--- config.mk ---
export PLATFORM = sky130hd
export DESIGN_NAME = rom_loader
export DESIGN_NICKNAME = d
export VERILOG_FILES = /design/src/rtl/rom_loader_pkg.sv /design/src/rtl/rom_loader_byte_pack.sv /design/src/rtl/rom_loader.sv
export SDC_FILE = /design/constraint.sdc
export NUM_CORES = 1
export LEC_CHECK = 0
export BUFFER_PORTS_ARGS = -buffer_cell sky130_fd_sc_hd__buf_2
export CORE_UTILIZATION = 62
export DETAILED_ROUTE_END_ITERATION = 16
export PLACE_DENSITY = 0.82
export REMOVE_ABC_BUFFERS = 1
export SYNTH_ARGS = -nofsm -noshare
export SYNTH_HDL_FRONTEND = slang
export SYNTH_SLANG_ARGS = --single-unit
--- constraint.sdc ---
create_clock -name clk -period 4.1 [get_ports clk]
set_input_delay 0.205 -clock clk [delete_from_list [all_inputs] [get_ports clk]]
set_output_delay 0.205 -clock clk [all_outputs]
set_load 0.005 [all_outputs]
--- src/rtl/rom_loader_pkg.sv ---
// Shared constants and FSM state encodings for the instruction-ROM loader.
// Imported by rom_loader and its byte packer.
package rom_loader_pkg;

    localparam int ADDRESS_SIZE   = 15;
    localparam int DATA_SIZE      = 16;
    localparam int MEMORY_SIZE    = 32768;
    localparam int BYTES_PER_WORD = 2;

    localparam logic [3:0] S_IDLE    = 4'd0;
    localparam logic [3:0] S_LEN_HI  = 4'd1;
    localparam logic [3:0] S_LEN_LO  = 4'd2;
    localparam logic [3:0] S_DATA_HI = 4'd3;
    localparam logic [3:0] S_DATA_LO = 4'd4;
    localparam logic [3:0] S_WRITE   = 4'd5;
    localparam logic [3:0] S_SUM_HI  = 4'd6;
    localparam logic [3:0] S_SUM_LO  = 4'd7;
    localparam logic [3:0] S_FIN     = 4'd8;

endpackage

--- src/rtl/rom_loader_byte_pack.sv ---
// Big-endian byte packer: latches the HI byte, then presents {hi,lo} with a
// one-cycle word_valid on the LO transfer. Shared by length, data and checksum.
module rom_loader_byte_pack
    import rom_loader_pkg::*;
(
    input  logic                 clk,
    input  logic                 reset,
    input  logic [7:0]           byte_in,
    input  logic                 take_hi,
    input  logic                 take_lo,
    output logic [DATA_SIZE-1:0] word,
    output logic                 word_valid
);

    localparam int BYTE_W = DATA_SIZE / BYTES_PER_WORD;

    logic [BYTE_W-1:0] hi;

    // NOTE: sequential state uses non-blocking assignments so every register
    // samples pre-edge values regardless of block evaluation order.
    always_ff @(posedge clk) begin
        if (reset) begin
            hi <= '0;
        end else if (take_hi) begin
            hi <= byte_in;
        end
    end

    assign word       = {hi, byte_in};
    assign word_valid = take_lo;

endmodule

--- src/rtl/rom_loader.sv ---
// Streams a length-prefixed, checksummed byte image into instruction memory
// while holding the CPU in reset.
module rom_loader
    import rom_loader_pkg::*;
(
    input  logic                    clk,
    input  logic                    reset,
    input  logic                    start,
    input  logic [7:0]              byte_in,
    input  logic                    byte_valid,
    output logic                    byte_ready,
    output logic                    mem_we,
    output logic [ADDRESS_SIZE-1:0] mem_addr,
    output logic [DATA_SIZE-1:0]    mem_wdata,
    output logic                    cpu_hold,
    output logic                    busy,
    output logic                    done,
    output logic                    error,
    output logic [15:0]             words_loaded
);

    logic [3:0]           state;
    logic [15:0]          len;
    logic [DATA_SIZE-1:0] checksum;
    logic                 sum_ok;

    logic                 in_hi;
    logic                 in_lo;
    logic                 transfer;
    logic [DATA_SIZE-1:0] word;
    logic                 word_valid;

    assign in_hi      = (state == S_LEN_HI) || (state == S_DATA_HI) || (state == S_SUM_HI);
    assign in_lo      = (state == S_LEN_LO) || (state == S_DATA_LO) || (state == S_SUM_LO);
    assign byte_ready = in_hi || in_lo;
    assign transfer   = byte_valid && byte_ready;
    // The WRITE state is exactly one cycle long and doubles as the stall slot.
    assign mem_we     = (state == S_WRITE);

    rom_loader_byte_pack u_pack (
        .clk        (clk),
        .reset      (reset),
        .byte_in    (byte_in),
        .take_hi    (transfer && in_hi),
        .take_lo    (transfer && in_lo),
        .word       (word),
        .word_valid (word_valid)
    );

    always_ff @(posedge clk) begin
        if (reset) begin
            state        <= S_IDLE;
            len          <= '0;
            checksum     <= '0;
            sum_ok       <= 1'b0;
            mem_addr     <= '0;
            mem_wdata    <= '0;
            cpu_hold     <= 1'b0;
            busy         <= 1'b0;
            done         <= 1'b0;
            error        <= 1'b0;
            words_loaded <= '0;
        end else begin
            case (state)
                S_IDLE: begin
                    if (start) begin
                        done         <= 1'b0;
                        error        <= 1'b0;
                        words_loaded <= '0;
                        checksum     <= '0;
                        busy         <= 1'b1;
                        cpu_hold     <= 1'b1;
                        state        <= S_LEN_HI;
                    end
                end
                S_LEN_HI:  if (transfer) state <= S_LEN_LO;
                S_LEN_LO: begin
                    if (word_valid) begin
                        len <= word;
                        if (int'(word) > MEMORY_SIZE) begin
                            error    <= 1'b1;
                            busy     <= 1'b0;
                            cpu_hold <= 1'b0;
                            state    <= S_IDLE;
                        end else if (word == '0) begin
                            state <= S_SUM_HI;
                        end else begin
                            state <= S_DATA_HI;
                        end
                    end
                end
                S_DATA_HI: if (transfer) state <= S_DATA_LO;
                S_DATA_LO: begin
                    if (word_valid) begin
                        mem_wdata <= word;
                        mem_addr  <= words_loaded[ADDRESS_SIZE-1:0];
                        state     <= S_WRITE;
                    end
                end
                S_WRITE: begin
                    checksum     <= checksum + mem_wdata;
                    words_loaded <= words_loaded + 16'd1;
                    state        <= ((words_loaded + 16'd1) == len) ? S_SUM_HI : S_DATA_HI;
                end
                S_SUM_HI:  if (transfer) state <= S_SUM_LO;
                S_SUM_LO: begin
                    if (word_valid) begin
                        sum_ok <= (word == checksum);
                        state  <= S_FIN;
                    end
                end
                S_FIN: begin
                    done     <= sum_ok;
                    error    <= !sum_ok;
                    busy     <= 1'b0;
                    cpu_hold <= 1'b0;
                    state    <= S_IDLE;
                end
                default: state <= S_IDLE;
            endcase
        end
    end

endmodule

---- After elaboration in Yosys (flattened, before gate mapping) ----
Index checks and enable logic that the tools add are counted.
cells by class
  $add $sub $neg .......................... 2
  multipliers ............................. 0
  div/mod/pow operators ................... 0
  magnitude comparators ................... 1
  equal/unequal tests ..................... 18
  shifts and indexed selects .............. 0
  muxes and demuxes ....................... 23
  bitwise gates (word level) .............. 0
  reductions and logical operators ........ 21
operators with widths
  operator                 count
  $pmux W16 S2             2
  $eq A16 B16 Y1           2
  $pmux W4 S8              1
  $mux W4                  7
  $add A16 B1 Y16 const B  1
  $add A16 B16 Y16         1
  $eq A4 B3 Y1 const B     4
  $gt A16 B16 Y1 const B   1
  $logic_not A16 Y1        1
  $mux W16                 1
  $reduce_and A2 Y1        5
  $mux W3                  3
  $eq A4 B2 Y1 const B     2
  $ne A2 B1 Y1 const B     4
  $ne A2 B2 Y1 const B     4
  $reduce_and A7 Y1        1
  $mux W1                  6
  $pmux W1 S3              2
  $logic_or A1 B1 Y1       5
  $eq A4 B1 Y1 const B     1
  $eq A4 B4 Y1 const B     1
  $logic_not A4 Y1         1
  $reduce_and A4 Y1        1
  $reduce_bool A2 Y1       2
  other kinds (4)          6
word-level totals
  flip-flop bits (word level) ............. 95
  latch bits .............................. 0
  RAM bits ................................ 0
  ROM bits ................................ 0
  bits of input ports ..................... 12
  output and inout port bits .............. 53
  logic and storage cells ................. 76
  memories ................................ 0

---- Logic depth before layout (Yosys ltp) ----
Gate-level depths: netlist of the first run.
  depth in word-level cells ............... 8
  mapped depth ............................ 9
  mapped depth without buffers ............ 9

---- By module ----
A second synthesis of the first run with hierarchy kept.
unflattened totals
  cell total of the unflattened synthesis .. 643
  area total of the unflattened synthesis .. 5056.1 um^2
by module, submodules not included
  module                instances  cells each  area an instance (um^2)  sequential area each (um^2)
  rom_loader            1          608         4703.3                   1741.7
  rom_loader_byte_pack  1          35          352.8                    160.2

---- Worst setup path before layout of the first run ----
Ideal clock, no wire load.
  kind .................................... register to register
  from .................................... register mem_wdata[0]
  to ...................................... register checksum[12]
  library setup time ...................... 0.125 ns
  arrival time ............................ 2.051 ns
  required time ........................... 3.975 ns
  path slack .............................. 1.924 ns
  cell stages (with the launch flop) ...... 10
  buffers on the path ..................... 0
  clock period less this slack ............ 2.176 ns
  path through ............................ dfxtp_1 -> ha_1 -> fa_1 -> a21o_1 -> a21oi_2 -> o21a_1 -> o21ai_1 -> a221oi_1 -> xor2_1 -> o21ai_0
between the ends
  word-level cells in the longest chain between the ends .. 2
RTL lines
  element                 RTL line           text
  from (decl)             rom_loader.sv:14   output logic [DATA_SIZE-1:0] mem_wdata,
  from (signal assigned)  rom_loader.sv:95   mem_wdata <= word;
  $add A16 B16 Y16        rom_loader.sv:101  checksum <= checksum + mem_wdata;
  $pmux W16 S2            rom_loader.sv:64   case (state)
  to (signal assigned)    rom_loader.sv:101
  to (decl)               rom_loader.sv:24   logic [DATA_SIZE-1:0] checksum;
Every way passes these cells.
A chain may end at the register's enable or synchronous reset.

---- Final worst setup path of the first run ----
  from .................................... register state[3]
  to ...................................... register checksum[7]
between the ends
  word-level cells in the longest chain between the ends .. 3
  elaborated cells between the ends (all ways) .. 6
  classes of those cells .................. eq/ne: 2; mux: 1; reduce/logical: 3
RTL lines
  element                                                              RTL line           text
  from (decl)                                                          rom_loader.sv:22   logic [3:0] state;
  from (signal assigned)                                               rom_loader.sv:103  state <= ((words_loaded + 16'd1) == len) ? S_SUM_HI : S_DATA_HI;
  $eq A4 B3 Y1 / $logic_not A4 Y1 (equally long branches)              rom_loader.sv:64
  $reduce_bool A2 Y1 (no line) / $ne A2 B2 Y1 (equally long branches)  -
  $reduce_and A2 Y1 (no line)                                          -
Parallel ways exist; a longest one is shown, timed or not.

==> metrics.log, run 1 <==
INFO  metric grt_busiest_layer = met2
INFO  metric cp_cell_sequence = nor2_1 -> nand3_1 -> and2_1 -> a22oi_1 -> nor2_1
INFO  metric worst-slew-pin-transition = 0.943 ns
INFO  metric die-width = 93.2 um
INFO  metric clock_latency = 0.36 ns
INFO  metric ir_worst_vdd = 0.236 mV
INFO  metric critical_path.startpoint_type = register
INFO  metric synth.distinct_cells = 59
INFO  metric path_clk_slew = 0.10 ns
INFO  metric grt.overflow.total = 0
INFO  metric maxClockFrequency = 394 MHz
INFO  metric synth_area = 5160 um2
INFO  metric drive_gt1_frac = 0.136
INFO  metric setup_violations = 0
INFO  metric maximum_number_of_pins_on_one_net_before_global_route_repair = 90
INFO  metric worstPathArrival = 2.75 ns
INFO  metric global_route_wire_length_before_repair = 22.4 mm
INFO  metric grt_util_met3 = 0.0480
INFO  metric gr_met2_demand_resource = 0.523
INFO  metric setup_tns = 0 ns
INFO  metric tritoncts = yes
INFO  metric synth_warnings = 0
INFO  metric clk_path_buf_depth = 2
INFO  metric synth_sequential_area_ratio = 0.369
INFO  metric fraction_of_post_synthesis_cell_area_in_the_top_cell_type_by_area = 0.369
INFO  metric detail_route.wl_per_cell = 16.8 um
INFO  metric area_delta_synth_final = 9.36%
INFO  metric postSynthCellCount = 656
INFO  metric ys_seq_elements = 95
INFO  metric postCtsHoldBufs = 0
INFO  metric criticalPathCategory = register to register
INFO  metric num-nets-final = 724
INFO  metric delay_of_the_slowest_cell_on_the_worst_path = 0.62 ns
INFO  metric vias_in_the_first_global_route = 4640
INFO  metric synth.area.top_cells = dfxtp_1 37%, nand2_1 9.1%, a21oi_1 7.6%, xor2_1 5.1%, ha_1 3.9%
INFO  metric crit_required = 4.31 ns
INFO  metric initial_antenna_violation_count = 0
INFO  metric post_dp_cell_area = 5420 um2
INFO  metric drt_iter0_markers = 429
INFO  metric synth_most_common_cell = nand2_1
INFO  metric finalCriticalPeriod = 2.54 ns
INFO  metric unrepaired_setup_endpoints_after_global_routing = no
INFO  metric worst_path_max_delay_cell = and2_1
INFO  metric core_region_area = 7890 um2
INFO  metric cp-end-kind = register
INFO  metric ant_nets = 0
INFO  metric avg_cell_area_syn = 7.87 um2
INFO  metric netlist_top_cells_count = 125 x nand2_1, 95 x dfxtp_1, 78 x a21oi_1
INFO  metric routed_wl = 13.4 mm
INFO  metric slew_headroom = 0.372
INFO  metric remaining_drc_errors = 0
INFO  metric fp.dieArea = 8690 um2
INFO  metric synth_ff_type = dfxtp_1
INFO  metric power.leakage = 2.30 nW
INFO  metric yosysTopAreaCell = dfxtp_1
INFO  metric io_pins = 65
INFO  metric hpwlAfterDp = 9.23 mm
INFO  metric drv_cap = 0
INFO  metric path_common_cell = nor2_1
INFO  metric n_antenna_cell = 0
INFO  metric pwr_density_cell = 370 nW/um2
INFO  metric synthArstFlopShare = 0
INFO  metric total_power = 2.09 mW
INFO  metric core.rowCount = 32
INFO  metric number_of_hold_violations_in_the_final_report = 0
INFO  metric grt.met1_usage = 0.439
INFO  metric detailroute.via_count = 5004
INFO  metric cts_inserted_buffers = 9
INFO  metric outcome = complete, no violations
INFO  metric finClkSkew = 0.0107 ns
INFO  metric cts_setup_buffers = 0
INFO  metric post-route-period-util = 0.619
INFO  metric holdCritPathClass = input pin to register
INFO  metric port-buffer-count = 64
INFO  metric detailed_router_iteration_count_before_antenna_repair = 5
INFO  metric grt_util_all_layers = 0.325
INFO  metric starting_density_of_the_core = 0.654
INFO  metric die-height = 93.2 um
INFO  metric cts_repair_resize_count = 0
INFO  metric post_drt_via_cell_ratio = 6.25
INFO  metric peak_fanout_along_the_critical_path = 14
INFO  metric cts_root_buf = clkbuf_8
INFO  metric finalMaxSlewViolations = 0
INFO  metric finalInstanceArea = 5640 um2
INFO  metric clock_tree_sinks = 95
INFO  metric htree_num_levels = 3
INFO  metric gp_routability_congestion = 0.913
INFO  metric synth-edff-count = 0
where the power goes:
part / internal (mW) / switching (mW)
combinational: 0.132 / 0.245
sequential: 0.959 / 0.0606
clock: 0.357 / 0.332
total: 1.45 / 0.637
per-stage QoR:
step                std cells  setup slack (ns)   util  hold slack [ns]
floorplan                 615              1.58      -            0.274
global placement          786              1.76  0.688            0.438
detailed placement        786              1.66  0.688            0.445
CTS                       801              1.63  0.715            0.148
global route              801              1.30  0.715            0.151
finish                    801              1.56  0.715            0.151
final timing paths:
path	start	endpoint	slack, ns	cells after the start
setup / recovery	state[3]	checksum[7]	1.56	5
hold / removal	byte_in[0]	mem_wdata[0]	0.15	3
setup reg to reg	state[3]	checksum[7]	1.56	5
hold reg to reg	mem_addr[10]	mem_addr[10]	0.45	2
per-layer routing:
layer | share of wire | routed length, um | vias to the layer above
met4 | 0.028 | 379 | 0
li1 | - | - | 2378
met5 | 0 | 0 | -
met2 | 0.46 | 6190 | 233
met1 | 0.44 | 5840 | 2353
met3 | 0.076 | 1020 | 40
state kept, by name, indices dropped and copies added, names as in the netlist:
register and cells:
sum_ok 1, busy 1, u_pack.hi 8, error 1, done 1, state 4, len 16, mem_addr 15
checksum 16, mem_wdata 16, words_loaded 16
logic make-up after synthesis:
family,count (synthesis),synth area share
flip-flops,95,0.369
XOR/XNOR,49,0.0832
AND/OR/NAND/NOR,272,0.245
adder cells (fa/ha/maj),17,0.0427
AO/OA/AOI/OAI,162,0.186
buffers and inverters,48,0.0483
multiplexers,13,0.0257
cell usage in the layout, fill, tap and decap left out, types with 8 or more instances in the layout:
cell / netlist / routed
a21oi_1: 78 / 78
xor2_1: 30 / 30
nand4_1: 10 / 10
nand2_1: 125 / 125
mux2i_1: 11 / 11
nor4_1: 9 / 9
a31oi_1: 8 / 8
nand3_1: 23 / 23
xnor2_1: 19 / 19
o21ai_0: 30 / 30
dfxtp_1: 95 / 95
ha_1: 16 / 16
buf_2: 7 / 64
clkbuf_8: 0 / 10
nor2_1: 53 / 53
nor3_1: 10 / 10
layout make-up:
class / instances / area, um2
multi-input cells: 513 / 3010
fillers: 665 / 2240
flip-flops and latches: 95 / 1900
repair buffers: 69 / 358
clock buffers: 10 / 138
well taps: 102 / 128
clock inverters: 5 / 82.6
inverters: 7 / 26.3
critical path, delay by kind of cell, from the launching register on:
family / cells / cell delay [ns]
AO/OA/AOI/OAI: 1 / 0.27
flip-flops: 1 / 0.44
AND/OR/NAND/NOR: 4 / 1.66
No activity file was read; power rests on OpenSTA's default activity.
==> run 2: changes to the inputs <==
--- a/config.mk
+++ b/config.mk
@@ -6,9 +6,9 @@
 export NUM_CORES = 1
 export LEC_CHECK = 0
 export BUFFER_PORTS_ARGS = -buffer_cell sky130_fd_sc_hd__buf_2
-export CORE_UTILIZATION = 62
+export CORE_UTILIZATION = 58
 export DETAILED_ROUTE_END_ITERATION = 16
-export PLACE_DENSITY = 0.82
+export PLACE_DENSITY = 0.77
 export REMOVE_ABC_BUFFERS = 1
 export SYNTH_ARGS = -nofsm -noshare
 export SYNTH_HDL_FRONTEND = slang
==> constraint.sdc (replaced) <==
create_clock -name clk -period 2.47 [get_ports clk]
set_input_delay 0.1235 -clock clk [delete_from_list [all_inputs] [get_ports clk]]
set_output_delay 0.1235 -clock clk [all_outputs]
set_load 0.005 [all_outputs]
==> run 2 against run 1 <==
Against the previous run:
- core utilization decreased by 5.6 points
- sequential share of layout area fell by 0.44 points
- register-to-register slack worse by 1.4 ns
- via count fell by 4.2%
- clock skew is 0.0044 ns lower
- sequential power increased by 66%
- design area rose by 1.4%
- global-route usage fell by 3.1 points
==> metrics.log, run 2 (same netlist as run 1, synthesis figures left out) <==
INFO  metric outcome = complete, no violations
INFO  metric drive_gt1_frac = 0.151 (+0.0152)
INFO  metric finalInstanceArea = 5720 um2 (+1.4%)
INFO  metric clock_latency = 0.37 ns (about the same)
INFO  metric fin_hold_ws = 0.0436 ns (-0.107 ns)
INFO  metric core_region_area = 8680 um2 (+10%)
INFO  metric fp.dieArea = 9280 um2 (+6.8%)
INFO  metric critical_path_s_top_delay_family = compound AO/OA/AOI/OAI gates
INFO  metric detailroute.via_count = 4795 (-4.2%)
INFO  metric drv_cap = 0 (unchanged)
INFO  metric worstPathArrival = 2.52 ns (-0.23 ns)
INFO  metric num-nets-final = 732 (+1.1%)
INFO  metric grt.overflow.total = 0 (unchanged)
INFO  metric detail_route.wl_per_cell = 15.8 um (-5.7%)
INFO  metric remaining_drc_errors = 0 (unchanged)
INFO  metric worst-slew-pin-transition = 0.949 ns (+0.00655 ns)
INFO  metric delay_of_the_slowest_cell_on_the_worst_path = 0.42 ns (-0.20 ns)
INFO  metric die-height = 96.3 um (+3.3%)
INFO  metric worstReg2RegStart = checksum[0]
INFO  metric whs_path_depth = 3 (unchanged)
INFO  metric cts_setup_buffers = 0 (unchanged)
INFO  metric maximum_number_of_pins_on_one_net_before_global_route_repair = 90 (unchanged)
INFO  metric cts_inserted_buffers = 9 (unchanged)
INFO  metric htree_num_levels = 3 (unchanged)
INFO  metric layout.cells.most_common_list = 125 x nand2_1, 94 x dfxtp_1, 78 x a21oi_1
INFO  metric port-buffer-count = 64 (unchanged)
INFO  metric hpwlAfterDp = 9.07 mm (-1.7%)
INFO  metric cp.buffers_inverters = 0 (unchanged)
INFO  metric vias_in_the_first_global_route = 4322 (-6.9%)
INFO  metric mostFrequentLayoutCell = nand2_1
INFO  metric ir_worst_vdd = 0.309 mV (+31%)
INFO  metric maxClockFrequency = 441 MHz (+12%)
INFO  metric beginning_of_the_critical_path = checksum[0]
INFO  metric total_power = 3.39 mW (+63%)
INFO  metric starting_density_of_the_core = 0.595 (-0.0596)
INFO  metric unrepaired_setup_endpoints_after_global_routing = no
INFO  metric finalCriticalPeriod = 2.27 ns (-0.269 ns)
INFO  metric hold_path_startpoint = byte_in[1]
INFO  metric n_fill_cell = 772 (+16%)
INFO  metric die-width = 96.3 um (+3.3%)
INFO  metric critical_path.startpoint_type = register
INFO  metric tritoncts = yes
INFO  metric pwr_density_cell = 593 nW/um2 (+60%)
INFO  metric finClkSkew = 0.00636 ns (-0.00437 ns)
INFO  metric place_ws = 0.126 ns (-1.53 ns)
INFO  metric gp_routability_congestion = 0.931 (+2.0%)
INFO  metric detailed_router_iteration_count_before_antenna_repair = 5 (unchanged)
INFO  metric criticalPathCategory = register to register
INFO  metric power.leakage = 2.36 nW (+2.6%)
INFO  metric worst_path_max_delay_cell = fa_1
INFO  metric io_pins = 65 (unchanged)
INFO  metric drt_iter0_markers = 270 (-37%)
INFO  metric dr.max_layer_used = met4
INFO  metric post-route-worst-setup-slack = 0.202 ns (-1.36 ns)
INFO  metric layout.area.seq = 1900 um2 (about the same)
INFO  metric ant_nets = 0 (unchanged)
INFO  metric path_clk_slew = 0.09 ns (about the same)
INFO  metric wl_met3 = 509 um (-50%)
INFO  metric initial_antenna_violation_count = 0 (unchanged)
INFO  metric clock_tree_sinks = 95 (unchanged)
INFO  metric area_delta_synth_final = 10.9%
INFO  metric hold-path-endpoint = len[1]
INFO  metric crit_required = 2.72 ns (-1.59 ns)
INFO  metric setup_tns = 0 ns (unchanged)
INFO  metric core.rowCount = 34 (+6.3%)
INFO  metric cp-end-kind = register
INFO  metric cts_root_buf = clkbuf_8
INFO  metric m1WireLength = 5.63 mm (-3.7%)
INFO  metric number_of_hold_violations_in_the_final_report = 0 (unchanged)
INFO  metric cp_cell_sequence = ha_1 -> fa_1 -> a21o_1 -> a21oi_4 -> o21a_1 -> o21ai_1 -> a221oi_2 -> xor2_1 -> o21ai_0
INFO  metric holdCritPathClass = input pin to register
INFO  metric n_antenna_cell = 0 (unchanged)
INFO  metric setup_violations = 0 (unchanged)
INFO  metric grt_util_all_layers = 0.293 (-0.0314)
INFO  metric post_drt_via_cell_ratio = 5.88 (-5.9%)
INFO  metric area_of_the_multi_input_gates = 3030 um2 (+0.67%)
INFO  metric postCtsHoldBufs = 0 (unchanged)
INFO  metric routed_wl = 12.9 mm (-3.9%)
INFO  metric r2r-end = checksum[12]
INFO  metric clk_path_buf_depth = 2 (unchanged)
INFO  metric detailed_routed_wire_length_on_met2 = 6.57 mm (+6.1%)
INFO  metric global_route_wire_length_before_repair = 20.9 mm (-6.8%)
INFO  metric post_dp_cell_area = 5500 um2 (+1.5%)
INFO  metric post-route-period-util = 0.918 (+0.299)
INFO  metric peak_fanout_along_the_critical_path = 4 (-10)
INFO  metric cts_repair_resize_count = 0 (unchanged)
INFO  metric reg2reg_setup_slack = 0.20 ns (-1.36 ns)
INFO  metric worst_r2r_path_depth = 9 (+4)
INFO  metric slew_headroom = 0.367 (-0.00436)
INFO  metric finalMaxSlewViolations = 0 (unchanged)
==> run 2: how the worst max path moves through the flow <==
stage	depth (start not counted)	slack [ns]	endpoint
floorplan	7	-0.05	checksum[14]
detailed placement	9	0.13	checksum[12]
CTS	8	0.07	checksum[15]
global placement	9	0.19	checksum[12]
global route	9	0.001	checksum[12]
finish	9	0.20	checksum[12]
==> run 2: routing by layer <==
layer  vias up  global-route usage
met3        19              0.0395
met5         -                   0
met4         0               0.112
met2       128               0.509
met1      2261               0.367
li1       2387                   -
==> run 2: layout make-up <==
cell class,count,area share
inverters,7,0.00459
well taps,108,0.0236
clock inverters,6,0.0103
clock buffers,10,0.0241
flip-flops and latches,95,0.333
multi-input cells,513,0.530
repair buffers,77,0.0752
==> run 2: worst reg2reg max path, stage by stage (launching register included) <==
cell and delay, ns:
dfxtp_1 0.34, ha_1 0.23, fa_1 0.42, a21o_1 0.20, a21oi_4 0.17, o21a_1 0.18
o21ai_1 0.11, a221oi_2 0.27, xor2_1 0.16, o21ai_0 0.08
==> run 2: through the flow <==
step,utilization,std cells
final,0.659,816
after detailed placement,0.634,800
after CTS,0.657,816
after floorplan,-,615
after global routing,0.659,816
after global placement,0.634,800
==> run 2: report_power, final <==
part	internal, mW	leakage, nW	total, mW	switching, mW
clock network	0.493	0.106	1.05	0.557
registers	1.59	0.767	1.69	0.101
logic	0.240	1.49	0.648	0.408
total	2.33	2.36	3.39	1.07
==> run 3: changes to the inputs <==
--- a/config.mk
+++ b/config.mk
@@ -5,7 +5,7 @@
 export SDC_FILE = /design/constraint.sdc
 export NUM_CORES = 1
 export LEC_CHECK = 0
-export BUFFER_PORTS_ARGS = -buffer_cell sky130_fd_sc_hd__buf_2
+export BUFFER_PORTS_ARGS = -buffer_cell sky130_fd_sc_hd__clkbuf_2
 export CORE_UTILIZATION = 58
 export DETAILED_ROUTE_END_ITERATION = 16
 export PLACE_DENSITY = 0.77
==> run 3 against run 2 <==
Against the previous run:
- register-to-register slack got worse by 0.08 ns
- clock-buffer cell count rose by 1
- sequential share of layout area fell by 0.40 points
- combinational power rose by 3%
- largest power group unchanged
==> metrics.log, run 3 (same netlist as run 1, synthesis figures left out) <==
INFO  metric clock_tree_sinks = 95 (unchanged)
INFO  metric fin_hold_ws = 0.0597 ns (+0.0160 ns)
INFO  metric io_pins = 65 (unchanged)
INFO  metric finalCriticalPeriod = 2.34 ns (+0.0769 ns)
INFO  metric die-height = 96.3 um (unchanged)
INFO  metric core.rowCount = 34 (unchanged)
INFO  metric post-place-cells = 808 (+1.0%)
INFO  metric fp.dieArea = 9280 um2 (unchanged)
INFO  metric grt.overflow.total = 0 (unchanged)
INFO  metric core_region_area = 8680 um2 (unchanged)
INFO  metric num-nets-final = 740 (+1.1%)
INFO  metric worst_path_max_delay_cell = a2111oi_1
INFO  metric htree_num_levels = 3 (unchanged)
INFO  metric drt_iter0_markers = 411 (+52%)
INFO  metric drv_cap = 0 (unchanged)
INFO  metric cts_root_buf = clkbuf_8
INFO  metric drive_gt1_frac = 0.158 (+0.00669)
INFO  metric maxClockFrequency = 427 MHz (-3.3%)
INFO  metric initial_antenna_violation_count = 0 (unchanged)
INFO  metric clock_latency = 0.37 ns (about the same)
INFO  metric layout.cells.most_common_list = 125 x nand2_1, 94 x dfxtp_1, 78 x a21oi_1
INFO  metric unrepaired_setup_endpoints_after_global_routing = no
INFO  metric post-route-worst-setup-slack = 0.125 ns (-0.0769 ns)
INFO  metric ant_nets = 0 (unchanged)
INFO  metric outcome = complete, no violations
INFO  metric peak_fanout_along_the_critical_path = 5 (+1)
INFO  metric clk_path_buf_depth = 2 (unchanged)
INFO  metric maximum_number_of_pins_on_one_net_before_global_route_repair = 90 (unchanged)
INFO  metric switching_share = 0.304 (-0.0102)
INFO  metric cts_repair_resize_count = 0 (unchanged)
INFO  metric routed_wl = 13.1 mm (+1.7%)
INFO  metric pwr-share-seq = 0.475 (-0.024)
INFO  metric detailed_router_iteration_count_before_antenna_repair = 5 (unchanged)
INFO  metric mostFrequentLayoutCell = nand2_1
INFO  metric power_switching = 1.08 mW (+1.6%)
INFO  metric path_clk_slew = 0.10 ns (about the same)
INFO  metric die-width = 96.3 um (unchanged)
INFO  metric worstPathArrival = 2.63 ns (+0.11 ns)
INFO  metric holdCritPathClass = input pin to register
INFO  metric final-instance-count-excl-fill = 824 (+0.98%)
INFO  metric crit_required = 2.76 ns (+0.04 ns)
INFO  metric criticalPathCategory = register to register
INFO  metric tritoncts = yes
INFO  metric worst-slew-pin-transition = 0.915 ns (-0.0340 ns)
INFO  metric comb_power_share = 0.187 (-0.004)
INFO  metric gp_routability_congestion = 0.961 (+3.2%)
INFO  metric setup_violations = 0 (unchanged)
INFO  metric hold_path_startpoint = byte_in[0]
INFO  metric worstReg2RegStart = mem_wdata[5]
INFO  metric internal_power = 2.48 mW (+6.6%)
INFO  metric post_drt_via_cell_ratio = 6.00 (+2.1%)
INFO  metric beginning_of_the_critical_path = mem_wdata[5]
INFO  metric hpwlAfterDp = 9.38 mm (+3.5%)
INFO  metric number_of_hold_violations_in_the_final_report = 0 (unchanged)
INFO  metric ir_worst_vdd = 0.292 mV (-5.5%)
INFO  metric cts_setup_buffers = 0 (unchanged)
INFO  metric n_antenna_cell = 0 (unchanged)
INFO  metric detailroute.via_count = 4946 (+3.1%)
INFO  metric remaining_drc_errors = 0 (unchanged)
INFO  metric finalMaxSlewViolations = 0 (unchanged)
INFO  metric grt_util_all_layers = 0.301 (+0.00764)
INFO  metric pwr_density_cell = 615 nW/um2 (+3.7%)
INFO  metric share_clk_of_total_power = 0.338 (+0.029)
INFO  metric cts_inserted_buffers = 9 (unchanged)
INFO  metric power.leakage = 2.36 nW (-0.27%)
INFO  metric port-buffer-count = 64 (unchanged)
INFO  metric post-route-period-util = 0.949 (+0.0311)
INFO  metric place_ws = 0.0811 ns (-0.0450 ns)
INFO  metric delay_of_the_slowest_cell_on_the_worst_path = 0.47 ns (+0.05 ns)
INFO  metric cp_cell_sequence = ha_1 -> a2111oi_1 -> o21ai_1 -> nand3_1 -> a41oi_2 -> xnor2_1 -> or3_1 -> a31oi_1
INFO  metric detail_route.wl_per_cell = 15.9 um (+0.69%)
INFO  metric postCtsHoldBufs = 0 (unchanged)
INFO  metric finClkSkew = 0.0141 ns (+0.00769 ns)
INFO  metric vias_in_the_first_global_route = 4544 (+5.1%)
INFO  metric starting_density_of_the_core = 0.595 (unchanged)
INFO  metric cp-end-kind = register
INFO  metric slew_headroom = 0.390 (+0.0227)
INFO  metric critical_path.startpoint_type = register
INFO  metric area_delta_synth_final = 12.2%
INFO  metric global_route_wire_length_before_repair = 21.6 mm (+3.1%)
[run 3: final timing paths]
path | endpoint | slack [ns] | cells after the start
worst max-delay path | checksum[15] | 0.13 | 8
worst min-delay path | len[0] | 0.06 | 3
worst max register to register | checksum[15] | 0.13 | 8
worst min register to register | mem_addr[11] | 0.46 | 2
[run 3: critical path: cells and delay by family (launching register included)]
kind	cells	cell delay, ns
DFF	1	0.34
AOI/OAI and AO/OA	4	0.93
adders and majority gates	1	0.37
xor gates and xnor gates	1	0.15
and+or+nand+nor	2	0.47
[run 3: per-stage QoR]
stage	power [mW]	util	setup TNS, ns	instance area [um2]
2_1_floorplan	2.11	-	-0.0603	4940
3_3_place_gp	2.36	0.640	0	5550
3_5_place_dp	2.38	0.640	0	5550
4_1_cts	3.56	0.667	0	5790
5_1_grt	3.71	0.667	0	5790
6_report	3.56	0.667	0	5790
[run 3: final cells by class]
cell class	instances	area, um2
clock buffer	11	151
clock inverter	5	86.3
fill	773	2890
inverter	7	26.3
multi-input combinational	513	3010
sequential	95	1900
tap	108	135
timing repair buffer	85	478
[run 3: power groups by stage]
stage / Clock [mW] / Sequential [mW] / Combinational (mW)
6_report: 1.20 / 1.69 / 0.666
4_1_cts: 1.21 / 1.69 / 0.660
3_5_place_dp: 0 / 1.72 / 0.655
3_3_place_gp: 0 / 1.72 / 0.640
2_1_floorplan: 0 / 1.70 / 0.410
5_1_grt: 1.27 / 1.70 / 0.734
[run 3: layer usage]
layer | up-vias | global-route usage | part of all wire
met2 | 191 | 0.512 | 0.48
met1 | 2302 | 0.368 | 0.43
met5 | - | 0 | 0
met3 | 47 | 0.0371 | 0.054
li1 | 2406 | - | -
met4 | 0 | 0.164 | 0.040
